File: src/rtl/cpu7_byp_pkg.sv
// Shared types for the cpu7 execute bypass unit: stage record layout,
// forward-source codes and register/counter constants.
package cpu7_byp_pkg;

    localparam int REG_W = 5;
    localparam int CNT_W = 32;

    localparam logic [REG_W-1:0] REG_ZERO = 5'd0;

    typedef enum logic [1:0] {
        FWD_RF = 2'd0,
        FWD_E  = 2'd1,
        FWD_M  = 2'd2,
        FWD_W  = 2'd3
    } fwd_src_e;

    // Writer identity common to every stage; data words are GRLEN wide
    // and live next to the records in the top so GRLEN stays a parameter.
    typedef struct packed {
        logic             valid;
        logic [REG_W-1:0] rd;
        logic             wen;
    } wr_t;

    typedef struct packed {
        wr_t  wr;
        logic load;
    } e_rec_t;

    // done marks a load whose data was captured while M was frozen.
    typedef struct packed {
        wr_t  wr;
        logic load;
        logic done;
    } m_rec_t;

    localparam wr_t WR_BUBBLE = '0;

    function automatic logic wr_hits(input wr_t wr, input logic [REG_W-1:0] rs);
        return wr.valid && wr.wen && (wr.rd == rs) && (rs != REG_ZERO);
    endfunction

endpackage

File: src/rtl/cpu7_byp_port.sv
// One decode read port of the bypass unit: picks the youngest in-flight
// writer of rs, falling back to the raw register-file read.
module cpu7_byp_port
    import cpu7_byp_pkg::*;
#(
    parameter int GRLEN = 32
) (
    input  logic [REG_W-1:0] rs,
    input  logic [GRLEN-1:0] rf_rdata,
    input  wr_t              e_wr,
    input  logic [GRLEN-1:0] alu_res_e,
    input  wr_t              m_wr,
    input  logic             m_pend,
    input  logic [GRLEN-1:0] m_data,
    input  logic [GRLEN-1:0] lsu_rdata_m,
    input  wr_t              w_wr,
    input  logic [GRLEN-1:0] w_data,
    output logic [GRLEN-1:0] rdata,
    output fwd_src_e         src
);

    // An E-stage load also selects FWD_E; the top turns that into a
    // load-use stall, so the value returned for it never gets consumed.
    always_comb begin
        src   = FWD_RF;
        rdata = rf_rdata;
        if (rs == REG_ZERO) begin
            rdata = '0;
        end else if (wr_hits(e_wr, rs)) begin
            src   = FWD_E;
            rdata = alu_res_e;
        end else if (wr_hits(m_wr, rs)) begin
            src   = FWD_M;
            rdata = m_pend ? lsu_rdata_m : m_data;
        end else if (wr_hits(w_wr, rs)) begin
            src   = FWD_W;
            rdata = w_data;
        end
    end

endmodule

File: src/rtl/cpu7_exu_byp.sv
// cpu7 execute bypass/interlock unit: tracks E/M/W writers, forwards operands,
// raises load-use and memory-wait stalls, and drives the reg_file write port.
// Optional performance counters are built when BYP_PERF_CNT_EN is defined.
module cpu7_exu_byp
    import cpu7_byp_pkg::*;
#(
    parameter int GRLEN  = 32,
    parameter int RPORTS = 2
) (
    input  logic                    clk,
    input  logic                    reset,
    input  logic                    stall_in,
    input  logic                    d_valid,
    input  logic [REG_W-1:0]        d_rd,
    input  logic                    d_wen,
    input  logic                    d_load,
    input  logic [RPORTS*REG_W-1:0] d_rs,
    input  logic [RPORTS*GRLEN-1:0] rf_rdata_d,
    output logic [RPORTS*GRLEN-1:0] byp_rdata_d,
    output logic                    byp_stall_d,
    input  logic [GRLEN-1:0]        alu_res_e,
    input  logic                    lsu_rdata_valid_m,
    input  logic [GRLEN-1:0]        lsu_rdata_m,
    output logic                    irf_wen_w,
    output logic [REG_W-1:0]        irf_rd_w,
    output logic [GRLEN-1:0]        irf_wdata_w,
    output logic [CNT_W-1:0]        perf_fwd_cnt,
    output logic [CNT_W-1:0]        perf_stall_cnt
);

    e_rec_t           e_q;
    m_rec_t           m_q;
    wr_t              w_q;
    logic [GRLEN-1:0] m_data_q;
    logic [GRLEN-1:0] w_data_q;

    fwd_src_e          src [RPORTS];
    logic [RPORTS-1:0] load_use;
    logic              m_pend;
    logic              mwait;
    logic              freeze;
    logic              issue;

    assign m_pend = m_q.wr.valid & m_q.load & ~m_q.done;
    assign mwait  = m_pend & ~lsu_rdata_valid_m;
    assign freeze = stall_in | mwait;

    for (genvar i = 0; i < RPORTS; i++) begin : g_port
        cpu7_byp_port #(
            .GRLEN(GRLEN)
        ) u_port (
            .rs          (d_rs[i*REG_W +: REG_W]),
            .rf_rdata    (rf_rdata_d[i*GRLEN +: GRLEN]),
            .e_wr        (e_q.wr),
            .alu_res_e   (alu_res_e),
            .m_wr        (m_q.wr),
            .m_pend      (m_pend),
            .m_data      (m_data_q),
            .lsu_rdata_m (lsu_rdata_m),
            .w_wr        (w_q),
            .w_data      (w_data_q),
            .rdata       (byp_rdata_d[i*GRLEN +: GRLEN]),
            .src         (src[i])
        );

        assign load_use[i] = (src[i] == FWD_E) & e_q.load;
    end

    assign byp_stall_d = d_valid & (freeze | (|load_use));
    assign issue       = d_valid & ~byp_stall_d;

    // Bubbles carry zero data so the write port stays quiet until real work retires.
    always_ff @(posedge clk or posedge reset) begin
        if (reset) begin
            e_q      <= '0;
            m_q      <= '0;
            w_q      <= WR_BUBBLE;
            m_data_q <= '0;
            w_data_q <= '0;
        end else if (freeze) begin
            w_q      <= WR_BUBBLE;
            w_data_q <= '0;
            // Only reachable under stall_in: keep the returning load data in M.
            if (m_pend && lsu_rdata_valid_m) begin
                m_q.done <= 1'b1;
                m_data_q <= lsu_rdata_m;
            end
        end else begin
            if (issue) begin
                e_q.wr.valid <= 1'b1;
                e_q.wr.rd    <= d_rd;
                e_q.wr.wen   <= d_wen;
                e_q.load     <= d_load;
            end else begin
                e_q <= '0;
            end
            m_q.wr   <= e_q.wr;
            m_q.load <= e_q.load;
            m_q.done <= 1'b0;
            m_data_q <= e_q.wr.valid ? alu_res_e : '0;
            w_q      <= m_q.wr;
            if (!m_q.wr.valid) begin
                w_data_q <= '0;
            end else begin
                w_data_q <= m_pend ? lsu_rdata_m : m_data_q;
            end
        end
    end

    assign irf_wen_w   = w_q.valid & w_q.wen & (w_q.rd != REG_ZERO);
    assign irf_rd_w    = w_q.rd;
    assign irf_wdata_w = w_data_q;

`ifdef BYP_PERF_CNT_EN
    logic             fwd_evt;
    logic [CNT_W-1:0] fwd_cnt_q;
    logic [CNT_W-1:0] stall_cnt_q;

    always_comb begin
        fwd_evt = 1'b0;
        for (int i = 0; i < RPORTS; i++) begin
            if (d_valid && (src[i] != FWD_RF)) begin
                fwd_evt = 1'b1;
            end
        end
    end

    always_ff @(posedge clk or posedge reset) begin
        if (reset) begin
            fwd_cnt_q   <= '0;
            stall_cnt_q <= '0;
        end else begin
            if (fwd_evt && (fwd_cnt_q != '1)) begin
                fwd_cnt_q <= fwd_cnt_q + CNT_W'(1);
            end
            if (byp_stall_d && (stall_cnt_q != '1)) begin
                stall_cnt_q <= stall_cnt_q + CNT_W'(1);
            end
        end
    end

    assign perf_fwd_cnt   = fwd_cnt_q;
    assign perf_stall_cnt = stall_cnt_q;
`else
    assign perf_fwd_cnt   = '0;
    assign perf_stall_cnt = '0;
`endif

endmodule

File: config.mk
export PLATFORM = sky130hd
export DESIGN_NAME = cpu7_exu_byp
export DESIGN_NICKNAME = d
export VERILOG_FILES = /design/src/rtl/cpu7_byp_pkg.sv /design/src/rtl/cpu7_byp_port.sv /design/src/rtl/cpu7_exu_byp.sv
export SDC_FILE = /design/constraint.sdc
export NUM_CORES = 1
export LEC_CHECK = 0
export CAP_MARGIN = 15
export CORE_MARGIN = 1
export CORE_UTILIZATION = 46
export DETAILED_ROUTE_END_ITERATION = 10
export PLACE_DENSITY = 0.87
export SLEW_MARGIN = 30
export SYNTH_ARGS = -nofsm -noshare
export SYNTH_HDL_FRONTEND = slang
export SYNTH_SLANG_ARGS = --single-unit
File: constraint.sdc
create_clock -name clk -period 5.88 [get_ports clk]
set_input_delay 0.588 -clock clk [delete_from_list [all_inputs] [get_ports clk]]
set_output_delay 0.588 -clock clk [all_outputs]
set_load 0.03 [all_outputs]
== Yosys cells after proc, flatten, opt, wreduce, memory -nomap -nowiden ==
Cells that the tools add are included.

* Eq/ne operators: 9
* Mux-type cells: 26
* Bitwise gates (word level): 14
* Reductions and logical operators: 22

{| class="wikitable"
|+ Operators by type and width
! kind !! number
|-
| 32-bit 2-to-1 mux || 14
|-
| 5-bit == test || 6
|-
| 1-bit logical AND || 16
|-
| 2-bit 2-to-1 mux || 8
|-
| 5-bit nonzero test || 3
|-
| 5-bit logical NOT || 2
|-
| 1-bit bitwise AND || 9
|-
| 8-bit 2-to-1 mux || 1
|-
| 7-bit 2-to-1 mux || 1
|-
| 2-bit by 1-bit == test with 1-bit output (second input constant) || 2
|-
| 1-bit NOT || 3
|-
| 1-bit 2-to-1 mux || 2
|-
| 2-bit by 1-bit != test with 1-bit output (second input constant) || 1
|-
| 1-bit bitwise OR || 2
|-
| 2-bit OR reduction || 1
|}

* Bits in registers: 88
* Bits of input ports: 150
* Output and inout port bits: 167
* Logic and storage cells: 85

== Logic depth before layout (Yosys ltp) ==
Gate-level depths: netlist of the first run.

* Depth in word-level cells: 15
* Gate-level depth with buffers: 8
* Depth with buffers taken out: 5

== Hierarchy ==
Synthesis of the first run repeated with hierarchy kept, for this count alone.

* Cells, all modules: 848
* Area total of the unflattened synthesis: 7,754.9 um2

{| class="wikitable"
|+ Modules (own cells, without submodules)
! module !! times used !! cells each !! area each (um2) !! sequential area each (um2)
|-
| cpu7_exu_byp || 1 || 428 || 4,366.7 || 2,202.1
|-
| cpu7_byp_port || 2 || 210 || 1,694.1 || 0.0
|}

== Least setup slack after synthesis of the first run ==
Ideal clock, no wire load.

* Path type: input to output
* Start: in d_rs[0]
* End: out byp_rdata_d[10]
* Arrival: 2.417 ns
* Required time: 5.292 ns
* Slack: 2.875 ns
* Cell stages on the path: 7
* Buffers on the path: 2
* Cell sequence: or4_4 nor2_4 or4_4 buf_6 buf_6 mux2_4 a211o_1

* Cells in the longest elaborated chain, start to end: 7
* Elaborated cells between the ends (all ways): 15
* Those cells by class: eq/ne (3); mux (4); reduce/logical (8)

{| class="wikitable"
|+ RTL lines
! what !! line !! source
|-
| start, declared || cpu7_exu_byp.sv:17 || <nowiki>input logic [RPORTS*REG_W-1:0] d_rs,</nowiki>
|-
| 5-bit == test || cpu7_byp_pkg.sv:40 || <nowiki>return wr.valid && wr.wen && (wr.rd == rs) && (rs != REG_ZERO);</nowiki>
|-
| 1-bit logical AND (2 in a row) || cpu7_byp_pkg.sv:40 ||
|-
| 32-bit 2-to-1 mux || cpu7_byp_port.sv:35 || <nowiki>end else if (wr_hits(w_wr, rs)) begin</nowiki>
|-
| 32-bit 2-to-1 mux || cpu7_byp_port.sv:32 || <nowiki>end else if (wr_hits(m_wr, rs)) begin</nowiki>
|-
| 32-bit 2-to-1 mux || cpu7_byp_port.sv:29 || <nowiki>end else if (wr_hits(e_wr, rs)) begin</nowiki>
|-
| 32-bit 2-to-1 mux * || cpu7_byp_port.sv:27 || <nowiki>if (rs == REG_ZERO) begin</nowiki>
|-
| end, declared || cpu7_exu_byp.sv:19 || <nowiki>output logic [RPORTS*GRLEN-1:0] byp_rdata_d,</nowiki>
|}

Mark *: on every way between the ends. The rest lies on a longest branch, timed or not.

== Final worst setup path of the first run ==
* Start: in d_rs[3]
* End: out byp_rdata_d[14]

Same word-level chain as after synthesis.

==> impl_results.md, run 1 <==
- Result of the run: complete, no violations
- Most common cell after layout, fill and taps aside: sky130_fd_sc_hd__clkdlybuf4s50_1
- Detail-routed via count per cell: about 6
- Power per cell area: 220 mW/mm²
- Instance count of the mapped netlist: about 760
- Leading cell types in the layout, fill and taps excluded: sky130_fd_sc_hd__clkdlybuf4s50_1, sky130_fd_sc_hd__dfrtp_1, sky130_fd_sc_hd__and3_1
- Number of enable flip-flop cells after synthesis: 0
- Top-Level Pins: 317
- Syn. warnings: 0
- Worst rel slew slack: 0.399
- Initial antenna violation count: 1
- Post-route DRC violation count: 0
- Nature of the critical path endpoint: primary output
- Total of max-cap violations: 0
- Maximum fanout encountered on the critical timing path: 34
- # resized after CTS: 0
- Wire length of the first global-routing pass: roughly 37,000 µm
- Final Hold Fails: 0
- Share of the cycle needed by the critical path after routing: 0.810
- Placed cells: 1,138
- Post-synth top area share: 0.313
- Required time of the worst setup path: 5.29 ns
- Post-route clock skew: 0.00846 ns
- Top FF cell, synth: sky130_fd_sc_hd__dfrtp_1
- Leakage power: 4.89 nW
- Clock slew seen by the registers of the worst setup and hold paths: 0.07 ns
- Synth unique cells: 41
- Achievable clock frequency: 0.210 GHz
- Average instance area after synthesis: 9.23 µm²
- Largest area contributor in the synthesized netlist: sky130_fd_sc_hd__dfrtp_1
- # H-tree levels: 3
- RSZ-0062 raised after global routing: no
- Area of all sequential standard cells: between 0.002 and 0.0025 mm²
- Footprint of the multi-input gates: between 0.004 and 0.005 mm²
- Pin count of the biggest net entering global routing: around 70
- Clock tree from TritonCTS: yes
- Average detailed-routed wire length per instance: 21.0 µm
- Number of setup violations in the final report: 0
- Fin nets: roughly 1,100
- RePlAce Congestion: around 0.89
- Number of iterations in the first detailed-routing pass: 6
- Fillers: 1,201
- Number of hold buffers added after cts: 0
- Worst Setup Path Type: input pin to primary output
- Horizontal die dimension: 126 µm
- GR Overflow Total: 0
- Netlist area before placement: 0.00704 mm²
- Hpwl dp: 16,500 µm
- Sequential-to-total area share from yosys stat: 0.313
- Shortest clock period the worst path allows after layout: 4.76 ns
- Via total after detailed routing: 6,927
- Total GRT Usage: 0.298
- Area Growth Syn to Fin: 37.2%
- Initial Util: 0.477
- Setup bufs post-CTS: 0
- Final setup TNS: 0 ns
- Number of buffers between clock root and the deepest sink: 2
- Placement Rows: 44
- Final routed wirelength across all metal layers: 24,200 µm
- Core Footprint: 0.0148 mm²
- Startpoint type of the worst setup path: input pin
- Sinks on Clock Net: 88
- Die Outline Area: 0.0158 mm²
- Cell Area, Placed: 0.00936 mm²
- Area contributors post-synth: sky130_fd_sc_hd__dfrtp_1, sky130_fd_sc_hd__a211o_1, sky130_fd_sc_hd__buf_4
- Final instance area: 0.00966 mm²
- Ys async rst share: 1.00
- Cell at the root of the clock tree: sky130_fd_sc_hd__clkbuf_16
- Post-Layout Cell Count: ~1,200
- CTS buffer count: 9
- Clock latency of the later-clocked register in the worst-skew pair: between 0.3 and 0.4 ns
- Count of input and output buffers: 252
- Y dimension of the die: 126 µm
- Arrival time at the worst endpoint: roughly 4.2 ns
- Number of global-route vias before repair: 6,648
- Initial DRC Count: 679
- Share of cells above drive strength 1: 0.132
- Worst Tran Pin Value: 0.900 ns
- FF+latch count, synth: slightly below 90
- Worst supply voltage drop on vdd: ~0.00014 V
- Detail Route Antenna Nets: 0
- Type of the worst min-delay path: flip-flop to flip-flop
- Max-slew violation count: 0
==> kinds of logic (layout without fill, tap and decap cells) <==
family	Yosys count	count (layout)	synth area share
simple gates	252	252	0.207
buf+inv	168	311	0.134
compound gates	128	128	0.145
mux	96	96	0.163
flops	88	88	0.313
xor+xnor	30	30	0.0373
other cells	1	65	0.000532
==> layer usage <==
metal | track usage | vias to the layer above | share of wire
met5 | 0 | - | 0
met4 | 0.0865 | 0 | 0.019
met3 | 0.0497 | 31 | 0.082
met2 | 0.517 | 449 | 0.50
met1 | 0.381 | 3335 | 0.40
li1 | - | 3112 | -
==> per-stage QoR <==
step	utilization	worst slack, ns	total power [W]	hold WS [ns]
finish	0.655	1.12	0.00212	0.474
global route	0.655	0.971	0.00221	0.497
CTS	0.654	1.10	0.00212	0.476
detailed placement	0.634	1.11	0.00156	0.463
global placement	0.632	1.14	0.00154	0.457
floorplan	-	2.88	0.00128	0.441
==> area by class of cell <==
cell class / instances / share of cell area
flip-flops and latches: 88 / 0.228
diodes: 1 / 0.000259
inverters: 26 / 0.0104
clock buffers: 12 / 0.0276
well taps: 184 / 0.0238
multi-input cells: 570 / 0.432
repair buffers: 270 / 0.275
clock inverters: 3 / 0.00272
==> synthesized netlist by cell type (2+ instances only) <==
| master | n |
|---|---|
| sky130_fd_sc_hd__a211o_1 | 64 |
| sky130_fd_sc_hd__a21o_1 | 2 |
| sky130_fd_sc_hd__a21oi_1 | 17 |
| sky130_fd_sc_hd__a222oi_1 | 23 |
| sky130_fd_sc_hd__a22o_1 | 2 |
| sky130_fd_sc_hd__and2_1 | 8 |
| sky130_fd_sc_hd__and3_1 | 79 |
| sky130_fd_sc_hd__buf_1 | 5 |
| sky130_fd_sc_hd__buf_2 | 13 |
| sky130_fd_sc_hd__buf_4 | 72 |
| sky130_fd_sc_hd__buf_6 | 4 |
| sky130_fd_sc_hd__clkbuf_1 | 48 |
| sky130_fd_sc_hd__dfrtp_1 | 88 |
| sky130_fd_sc_hd__inv_1 | 26 |
| sky130_fd_sc_hd__mux2_2 | 34 |
| sky130_fd_sc_hd__mux2_4 | 29 |
| sky130_fd_sc_hd__mux2i_1 | 32 |
| sky130_fd_sc_hd__nand2_1 | 36 |
| sky130_fd_sc_hd__nand3_1 | 6 |
| sky130_fd_sc_hd__nand4_1 | 4 |
| sky130_fd_sc_hd__nand4_2 | 2 |
| sky130_fd_sc_hd__nor2_1 | 35 |
| sky130_fd_sc_hd__nor2_4 | 2 |
| sky130_fd_sc_hd__nor3_1 | 4 |
| sky130_fd_sc_hd__nor3b_4 | 2 |
| sky130_fd_sc_hd__nor4_1 | 66 |
| sky130_fd_sc_hd__o21ai_0 | 16 |
| sky130_fd_sc_hd__or4_4 | 3 |
| sky130_fd_sc_hd__xnor2_1 | 20 |
| sky130_fd_sc_hd__xor2_1 | 10 |
==> worst max-delay path, stage by stage <==
cell	delay, ns
sky130_fd_sc_hd__clkdlybuf4s50_1	0.53
sky130_fd_sc_hd__or4_4	0.58
sky130_fd_sc_hd__or2_1	0.22
sky130_fd_sc_hd__buf_4	0.26
sky130_fd_sc_hd__nand4_2	0.13
sky130_fd_sc_hd__nor3b_4	0.65
sky130_fd_sc_hd__buf_4	0.38
sky130_fd_sc_hd__a211o_1	0.17
sky130_fd_sc_hd__clkdlybuf4s50_1	0.67
==> registers in the layout, indices dropped and copies added, names as in the netlist <==
signal / count
w_q: 2
irf_rd_w: 5
irf_wdata_w: 32
m_q: 9
e_q: 8
m_data_q: 32
==> power by group <==
part | internal [W] | switching, W
clock | 0.000321 | 0.000240
combinational | 0.000348 | 0.000449
sequential | 0.000689 | 0.0000742
total | 0.00136 | 0.000763
==> worst paths after layout <==
kind,start,to,slack [ns],cells after the start
max reg2reg,m_q[0],m_data_q[26],3.11,5
min in group asynchronous,reset,irf_wdata_w[30],0.56,2
max,d_rs[3],byp_rdata_d[14],1.12,9
min,m_q[0],m_q[0],0.47,1
max in group asynchronous,reset,m_data_q[1],4.39,3
min reg2reg,m_q[0],m_q[0],0.47,1
No activity file was read; power rests on OpenSTA's default activity.
==> run 2: changes to the inputs <==
--- a/config.mk
+++ b/config.mk
@@ -7,9 +7,9 @@
 export LEC_CHECK = 0
 export CAP_MARGIN = 15
 export CORE_MARGIN = 1
-export CORE_UTILIZATION = 46
+export CORE_UTILIZATION = 39
 export DETAILED_ROUTE_END_ITERATION = 10
-export PLACE_DENSITY = 0.87
+export PLACE_DENSITY = 0.79
 export SLEW_MARGIN = 30
 export SYNTH_ARGS = -nofsm -noshare
 export SYNTH_HDL_FRONTEND = slang
==> constraint.sdc (replaced) <==
create_clock -name clk -period 4.3 [get_ports clk]
set_input_delay 0.43 -clock clk [delete_from_list [all_inputs] [get_ports clk]]
set_output_delay 0.43 -clock clk [all_outputs]
set_load 0.03 [all_outputs]
==> impl_results.md, run 2 (same netlist as run 1, synthesis figures left out) <==
- Placement Rows: 48 (was 44)
- Y dimension of the die: 136 µm (was 126 µm)
- Footprint of the multi-input gates: 0.00417 mm² (was 0.00418 mm²)
- Total GRT Usage: 0.260 (was 0.298)
- Worst rel slew slack: 0.428 (was 0.399)
- Total of max-cap violations: 0 (unchanged)
- GR Overflow Total: 0 (unchanged)
- Total Power: 0.00299 W (was 0.00212 W)
- Final setup TNS: 0 ns (unchanged)
- Most common cell after layout, fill and taps aside: sky130_fd_sc_hd__clkdlybuf4s50_1 (unchanged)
- Initial Util: 0.403 (was 0.477)
- Sinks on Clock Net: 88 (unchanged)
- Cell Area, Placed: 0.00943 mm² (was 0.00936 mm²)
- Post-place setup slack: 0.335 ns (was 1.11 ns)
- Pin count of the biggest net entering global routing: 68 (was 69)
- Fillers: 1,550 (was 1,201)
- Detail Route Antenna Nets: 0 (unchanged)
- Post-route worst setup slack: 0.334 ns (was 1.12 ns)
- CTS buffer count: 9 (unchanged)
- Number of iterations in the first detailed-routing pass: 6 (unchanged)
- Worst supply voltage drop on vdd: 0.000203 V (was 0.000140 V)
- Startpoint type of the worst setup path: input pin (unchanged)
- Final antenna diode count: 0 (was 1)
- Setup bufs post-CTS: 0 (unchanged)
- Worst Tran Pin Value: 0.857 ns (was 0.900 ns)
- Share of the cycle needed by the critical path after routing: 0.922
- Clock slew seen by the registers of the worst setup and hold paths: 0.06 ns (was 0.07 ns)
- Start of the worst register-to-register path: m_q[8] (was m_q[0])
- Result of the run: complete, no violations (unchanged)
- Count of input and output buffers: 252 (unchanged)
- Number of global-route vias before repair: 6,795 (was 6,648)
- Number of setup violations in the final report: 0 (unchanged)
- Horizontal die dimension: 136 µm (was 126 µm)
- Area of all sequential standard cells: 0.00220 mm² (unchanged)
- Initial DRC Count: 401 (was 679)
- Achievable clock frequency: 0.252 GHz
- Final Hold Fails: 0 (unchanged)
- Core Footprint: 0.0175 mm² (was 0.0148 mm²)
- RePlAce Congestion: 0.927 (was 0.894)
- Maximum fanout encountered on the critical timing path: 32 (was 34)
- Post-route DRC violation count: 0 (unchanged)
- Post-route clock skew: 0.00937 ns (was 0.00846 ns)
- RSZ-0062 raised after global routing: no (unchanged)
- Max-slew violation count: 0 (unchanged)
- Die Outline Area: 0.0186 mm² (was 0.0158 mm²)
- Final instance area: 0.00976 mm² (was 0.00966 mm²)
- Wire length of the first global-routing pass: 37,000 µm (was 37,100 µm)
- Fin nets: 1,123 (was 1,115)
- Arrival time at the worst endpoint: 3.54 ns (was 4.17 ns)
- Final routed wirelength across all metal layers: 24,700 µm (was 24,200 µm)
- Clock latency of the later-clocked register in the worst-skew pair: 0.34 ns (was 0.33 ns)
- Area Growth Syn to Fin: 38.5% (was 37.2%)
- Leading cell types in the layout, fill and taps excluded: sky130_fd_sc_hd__clkdlybuf4s50_1, sky130_fd_sc_hd__dfrtp_1, sky130_fd_sc_hd__and3_1 (unchanged)
- Hold Startpoint: m_data_q[1] (was m_q[0])
- Initial antenna violation count: 0 (was 1)
- Origin of the worst setup path: d_rs[0] (was d_rs[3])
- Hpwl dp: 17,200 µm (was 16,500 µm)
- Power per cell area: 306 mW/mm² (was 220 mW/mm²)
- Top-Level Pins: 317 (unchanged)
- Share of cells above drive strength 1: 0.160 (was 0.132)
- Average detailed-routed wire length per instance: 20.5 µm (was 21.0 µm)
- Required time of the worst setup path: 3.87 ns (was 5.29 ns)
- Detail-routed via count per cell: 5.68 (was 6.00)
- Cell at the root of the clock tree: sky130_fd_sc_hd__clkbuf_16 (unchanged)
- # H-tree levels: 3 (unchanged)
- Number of buffers between clock root and the deepest sink: 2 (unchanged)
- Number of hold buffers added after cts: 0 (unchanged)
- Nature of the critical path endpoint: primary output (unchanged)
- Via total after detailed routing: 6,834 (was 6,927)
- Type of the worst min-delay path: flip-flop to flip-flop (unchanged)
- Worst Setup Path Type: input pin to primary output (unchanged)
- # resized after CTS: 0 (unchanged)
- Leakage power: 4.96 nW (was 4.89 nW)
- Clock tree from TritonCTS: yes (unchanged)
- Shortest clock period the worst path allows after layout: 3.97 ns
[run 2: critical path: stages]
cell,delay [ns]
sky130_fd_sc_hd__clkdlybuf4s50_1,0.52
sky130_fd_sc_hd__or4_4,0.60
sky130_fd_sc_hd__nor2_4,0.10
sky130_fd_sc_hd__or4_4,0.59
sky130_fd_sc_hd__mux2_2,0.40
sky130_fd_sc_hd__a211o_1,0.29
sky130_fd_sc_hd__clkdlybuf4s50_1,0.59
[run 2: metrics by stage]
stage | hold slack, ns | utilization | instances
finish | 0.487 | 0.558 | 1203
global route | 0.504 | 0.558 | 1203
CTS | 0.490 | 0.558 | 1203
detailed placement | 0.475 | 0.540 | 1187
global placement | 0.455 | 0.538 | 1186
floorplan | 0.441 | - | 826
[run 2: final timing paths]
| kind | end | slack [ns] | cells after the start |
|---|---|---|---|
| min in group asynchronous | irf_wdata_w[23] | 0.62 | 2 |
| max reg2reg | irf_wdata_w[17] | 1.87 | 6 |
| min reg2reg | m_data_q[1] | 0.49 | 2 |
| max in group asynchronous | m_data_q[15] | 2.81 | 3 |
| max | byp_rdata_d[0] | 0.33 | 7 |
| min | m_data_q[1] | 0.49 | 2 |
[run 2: power by group]
part | internal [W] | switching, W | total (W)
registers | 0.000942 | 0.000101 | 0.00104
clock network | 0.000516 | 0.000350 | 0.000865
logic | 0.000474 | 0.000604 | 0.00108
[run 2: area by class of cell]
type,count,share of cell area
Clock inverter,7,0.0103
Timing Repair Buffer,278,0.275
Sequential cell,88,0.226
Multi-Input combinational cell,570,0.427
Clock buffer,9,0.0231
Inverter,26,0.0103
Tap cell,225,0.0288
[run 2: layer usage]
| metal | share of wire | vias to the layer above | GRT usage |
|---|---|---|---|
| li1 | - | 3116 | - |
| met1 | 0.40 | 3291 | 0.315 |
| met2 | 0.50 | 390 | 0.458 |
| met3 | 0.074 | 37 | 0.0436 |
| met4 | 0.020 | 0 | 0.0969 |
| met5 | 0 | - | 0 |
